==> config.mk <==
export PLATFORM = sky130hd
export DESIGN_NAME = pwm_bank
export DESIGN_NICKNAME = d
export VERILOG_FILES = /design/src/rtl/pwm_bank.sv
export SDC_FILE = /design/constraint.sdc
export NUM_CORES = 1
export LEC_CHECK = 0
export ABC_AREA = 0
export BUFFER_PORTS_ARGS = -buffer_cell sky130_fd_sc_hd__buf_2
export CAP_MARGIN = 30
export CELL_PAD_IN_SITES_DETAIL_PLACEMENT = 0
export CELL_PAD_IN_SITES_GLOBAL_PLACEMENT = 1
export CORE_MARGIN = 4
export CORE_UTILIZATION = 52
export CTS_CLUSTER_DIAMETER = 40
export DETAILED_ROUTE_END_ITERATION = 8
export PLACE_DENSITY_LB_ADDON = 0.25
export REMOVE_ABC_BUFFERS = 1
export SLEW_MARGIN = 5
export SYNTH_ARGS = -nofsm -noshare
export SYNTH_HDL_FRONTEND = slang
export SYNTH_SLANG_ARGS = --single-unit
export TNS_END_PERCENT = 100
==> constraint.sdc <==
create_clock -name clk -period 5.5 [get_ports clk]
set_clock_uncertainty 0.05 [all_clocks]
set_input_delay 0.825 -clock clk [delete_from_list [all_inputs] [get_ports clk]]
set_output_delay 0.825 -clock clk [all_outputs]
set_load 0.05 [all_outputs]
==> src/rtl/pwm_bank.sv <==
// pwm_bank -- multi-channel PWM generator with a shared time base.
//
// All channels share one prescaler and one period counter. Each channel has a
// double-buffered duty: writes land in a shadow register and move to the
// active register only at a period boundary, so no period is ever cut short
// or stretched. A channel in breathing mode ignores its shadow and instead
// ramps its own duty up and down by one tick per period.
//
// Ports:
//   clk        rising-edge clock for all state
//   rst        asynchronous, active-high reset
//   en         run enable for the prescaler and period counter
//   duty_wr    single-cycle duty write strobe
//   duty_ch    channel index for the write
//   duty_val   requested duty in ticks (stored clamped to PERIOD+1)
//   breath     per-channel breathing-mode enable
//   pwm_out    PWM outputs, polarity applied
//   cnt        current period-counter value
//   period_tc  one-cycle pulse on the tick where cnt wraps PERIOD -> 0
//
// Write handshake: duty_wr has no ready; the block accepts a write on every
// rising edge where duty_wr=1, whatever the state of en. A write to an index
// with no channel behind it is dropped.
module pwm_bank #(
  parameter int CHANNELS   = 8,
  parameter int CW         = 4,
  parameter int PERIOD     = 9,
  parameter int PRESCALE   = 26999,
  parameter int ACTIVE_LOW = 1,
  localparam int DW        = CW + 1,
  localparam int CHW       = (CHANNELS > 1) ? $clog2(CHANNELS) : 1
) (
  input  logic                clk,
  input  logic                rst,
  input  logic                en,
  input  logic                duty_wr,
  input  logic [CHW-1:0]      duty_ch,
  input  logic [DW-1:0]       duty_val,
  input  logic [CHANNELS-1:0] breath,
  output logic [CHANNELS-1:0] pwm_out,
  output logic [CW-1:0]       cnt,
  output logic                period_tc
);

  localparam logic [25:0]   PRE_TC = 26'(PRESCALE);
  localparam logic [CW-1:0] CNT_TC = CW'(PERIOD);
  // FULL is the "always on" duty; TOP is the first step down from it.
  localparam logic [DW-1:0] FULL   = DW'(PERIOD + 1);
  localparam logic [DW-1:0] TOP    = DW'(PERIOD);
  localparam logic          ON_LVL = (ACTIVE_LOW != 0) ? 1'b0 : 1'b1;

  logic [25:0]   pre;
  logic          tick;
  logic          wrap;
  logic [DW-1:0] duty_clamped;

  assign tick      = en && (pre == PRE_TC);
  assign wrap      = tick && (cnt == CNT_TC);
  assign period_tc = wrap;

  // Clamping at write time keeps every stored duty within 0..PERIOD+1, which
  // is what lets the breathing ramp and the output compare stay at DW bits.
  assign duty_clamped = (duty_val > FULL) ? FULL : duty_val;

  // Prescaler: holds while en=0 so a paused period resumes where it stopped.
  always_ff @(posedge clk or posedge rst) begin
    if (rst) begin
      pre <= '0;
    end else if (en) begin
      pre <= (pre == PRE_TC) ? '0 : pre + 26'd1;
    end
  end

  // Period counter: advances only on prescaler ticks.
  always_ff @(posedge clk or posedge rst) begin
    if (rst) begin
      cnt <= '0;
    end else if (tick) begin
      cnt <= (cnt == CNT_TC) ? '0 : cnt + CW'(1);
    end
  end

  for (genvar g = 0; g < CHANNELS; g++) begin : g_ch
    localparam logic [CHW-1:0] CH_IDX = CHW'(g);

    logic [DW-1:0] shadow;
    logic [DW-1:0] active;
    logic          dir;    // 1 = ramping up

    // Each channel decodes its own index, so indices beyond CHANNELS-1
    // simply match nothing.
    always_ff @(posedge clk or posedge rst) begin
      if (rst) begin
        shadow <= '0;
      end else if (duty_wr && (duty_ch == CH_IDX)) begin
        shadow <= duty_clamped;
      end
    end

    // The active duty only moves at a wrap. A write landing on the same edge
    // as the wrap updates shadow, while active picks up the previous shadow.
    always_ff @(posedge clk or posedge rst) begin
      if (rst) begin
        active <= '0;
        dir    <= 1'b1;
      end else if (wrap) begin
        if (!breath[g]) begin
          active <= shadow;
          dir    <= 1'b1;
        end else if (dir) begin
          if (active >= FULL) begin
            active <= TOP;
            dir    <= 1'b0;
          end else begin
            active <= active + DW'(1);
          end
        end else begin
          if (active == '0) begin
            active <= DW'(1);
            dir    <= 1'b1;
          end else begin
            active <= active - DW'(1);
          end
        end
      end
    end

    // Zero-extended cnt against active: 0 is always off, PERIOD+1 always on.
    assign pwm_out[g] = ({1'b0, cnt} < active) ? ON_LVL : ~ON_LVL;
  end

endmodule
==> summary.txt <==
Run status
  • Status: finished clean

Detailed routing
  • Routed WL: about 17 mm
  • DR DRC count: 0
  • Detailed-route via count: around 6,000
  • Drt first-iter violations: between 400 and 500
  • Vias per inst: approximately 6
  • Detailed Routing Iterations Pass 1: 5
  • WL/cell: between 15 and 20 µm
  • DRT antenna net count: 0

Synth
  • Mux cell area share after synthesis: 0.00623
  • Largest family of logic cells by synthesized area: simple AND/OR/NAND/NOR gates
  • Top cells by count, synth: dfrtp_1 (110), nand2_1 (84), o21ai_0 (82), ha_1 (50), nor2_1 (50)
  • Area share of xor/xnor cells in the synthesized design: 0.0399
  • YS warnings: 0
  • Post-synthesis compound-gate area fraction: 0.198
  • Ys async rst share: 1.00
  • Post-Syn Area: roughly 7000 µm²
  • Synth Area in Adders: 0.0890
  • Seq/Total Area, Yosys: 0.421
  • Most common cell in the synthesized netlist: dfrtp_1
  • Simple-Gate Fraction of Synth Area: 0.201
  • Post-synth EDFFs: 0
  • Dominant synthesized flop cell: dfrtp_1
  • Post-synthesis cell type count: between 50 and 60
  • Avg Inst Size Synth: 8.98 µm²
  • Ranking of synthesized cells by area: dfrtp_1 (39%), ha_1 (8.9%), o21ai_0 (5.8%)
  • Yosys reg bits: roughly 120
  • Yosys top cell by area: dfrtp_1
  • Synth Instances: between 700 and 800
  • Synth top area share: 0.392

Layout
  • Fraction of layout cells with a size suffix above 1: 0.107
  • Diodes inserted: 0
  • Layout Nets: ~880
  • Area grow syn2layout: 12.7%
  • Finished Core Util: 0.598

Worst setup path
  • CP startpoint kind: flip-flop
  • Crit-path max cell delay: ~0.66 ns
  • Critical path class: reg -> out
  • CP max stage cell: or4_1
  • Reg-to-reg setup timing slack: roughly 2.5 ns
  • Crit path from: pre[19]$_DFFE_PP0P_
  • Origin of the critical flop-to-flop path: pre[19]$_DFFE_PP0P_
  • Critical Path AT: approximately 3.1 ns
  • Most used cell, CP: or4_1
  • Critical Path Fanout Max: 16
  • R2r endpoint: cnt[3]$_DFFE_PP0P_
  • CP endpoint kind: primary output
  • CP required: around 4.6 ns
  • Critical-path cell list: or4_1, or4_1, or3_1, inv_2, buf_2
  • R2R cell count: 6

STA
  • Final setup margin: roughly 1.5 ns
  • Period utilisation layout: 0.728
  • Minimum clock period: roughly 4 ns
  • Final setup fails: 0
  • Slew at the pin closest to its max-slew limit: between 0.8 and 0.9 ns
  • Final hold viol count: 0
  • Slew margin rel.: 0.427
  • Setup TNS Final: 0 ns
  • RSZ-0062 raised after global routing: no
  • Achievable Freq: around 0.25 GHz
  • Pins over their slew limit: 0

CTS
  • Setup bufs post-CTS: 0
  • TritonCTS clock tree: built
  • H-Tree Depth: 4
  • Clock slew at reported path FFs: roughly 0.06 ns
  • Hold Buf Count CTS: 0
  • CTS Sinks: 118
  • Root buffer cell: clkbuf_16
  • CTS Buf Count: 17
  • Worst-case clock buffer depth: 2
  • Skew-Pair Late Insertion Delay: 0.42 ns
  • Post-cts sizing count: 0

Pwr
  • Worst IR Drop VDD: 0.000209 V
  • Power per Cell Area: 280 nW/µm²
  • Leak: 3.75 nW
  • Power Total: around 2.2 mW

Global route
  • Initial antenna violation count: 0
  • Number of global-route vias before repair: 5,730
  • Met2 Use GR: 0.360
  • Grt met3 use: 0.0416
  • Grt total ovfl: 0
  • Largest net degree at the start of global routing: 71
  • GRT Overall Usage: 0.225
  • First-pass GRT wire length: about 28 mm
  • GRT busiest layer: met2
  • Met1 Track Usage GR: 0.298

Die
  • Die area: around 15,000 µm²
  • Core area: between 10,000 and 15,000 µm²
  • Core Rows: 42
  • Die height: between 100 and 150 µm
  • Die Span X: around 120 µm
  • Initial Utilization: 0.531
  • IO Count: 33

Placement
  • Post-place setup slack: ~1.9 ns
  • Hpwl dp: 11.6 mm
  • GPL Wtd Cong: ~0.89
  • Port bufs: 32

Job
  • Maxcap violations: 0

Worst hold path
  • Hold crit path type: in -> async
[cell families after synthesis]
group | count (synthesis)
compound gates | 225
simple gates | 277
fa+ha+maj | 50
buf+inv | 77
flops | 118
xor+xnor | 32
mux | 4
[area by class of cell]
cell class | instances | area (µm²)
Clock buffer | 29 | 541
Multi-Input combinational cell | 588 | 3750
Inverter | 49 | 186
Timing Repair Buffer | 38 | 225
Sequential cell | 118 | 2960
Clock inverter | 2 | 35.0
Tap cell | 176 | 220
Fill cell | 1186 | 5320
[critical path, delay by kind of cell (launching register included)]
kind / cells / cell delay [ns]
flops: 1 / 0.40
buf+inv: 2 / 0.61
simple gates: 3 / 1.70
[layout by cell type, fill, tap and decap left out, types with 5 or more instances in the layout]
cell / instances
clkbuf_1: 5
buf_2: 32
nand2_1: 84
dfrtp_1: 110
a211oi_1: 7
nor2_1: 50
nor2b_1: 11
xor2_1: 14
o211ai_1: 19
and2_1: 9
a21o_1: 16
and3_1: 11
clkbuf_16: 17
buf_4: 5
o22ai_1: 12
nand3_1: 26
dfstp_2: 8
xnor2_1: 18
a21oi_1: 37
o21ai_0: 82
clkbuf_8: 7
nor3_1: 19
inv_1: 47
nor4_1: 6
nand2b_1: 21
nand3b_1: 6
ha_1: 50
nor4b_1: 6
nand4_1: 12
o21ai_1: 12
o221ai_1: 5
[worst max-delay path by stage]
| stage | end | slack, ns | cells past startpoint |
|---|---|---|---|
| global placement | period_tc | 1.93 | 6 |
| global route | period_tc | 1.37 | 5 |
| floorplan | cnt[0]$_DFFE_PP0P_ | 1.51 | 1 |
| detailed placement | period_tc | 1.87 | 6 |
| finish | period_tc | 1.50 | 5 |
| CTS | period_tc | 1.49 | 5 |
[layer usage]
metal	vias up	share of wire	routed length, µm
li1	2872	-	-
met1	2837	0.46	7810
met2	119	0.48	8210
met3	35	0.030	513
met4	0	0.027	461
met5	-	0	0
[per-stage QoR]
stage	hold WS [ns]	area, µm²	cells
global placement	0.410	7320	968
finish	0.267	7920	1000
floorplan	0.392	6900	755
detailed placement	0.421	7350	969
global route	0.266	7920	1000
CTS	0.255	7920	1000
[report_power, final]
group | internal (mW) | leakage, nW | total, mW | switching [mW]
registers | 0.932 | 1.41 | 0.986 | 0.0544
clock network | 0.702 | 0.284 | 1.07 | 0.368
logic | 0.0627 | 2.06 | 0.159 | 0.0965
[flip-flops by register name, indices dropped and copies added (netlist names)]
signal       cells
g_ch.shadow     40
g_ch.active     40
pre             26
g_ch.dir         8
cnt              4
(Power assumes the default switching activity.)
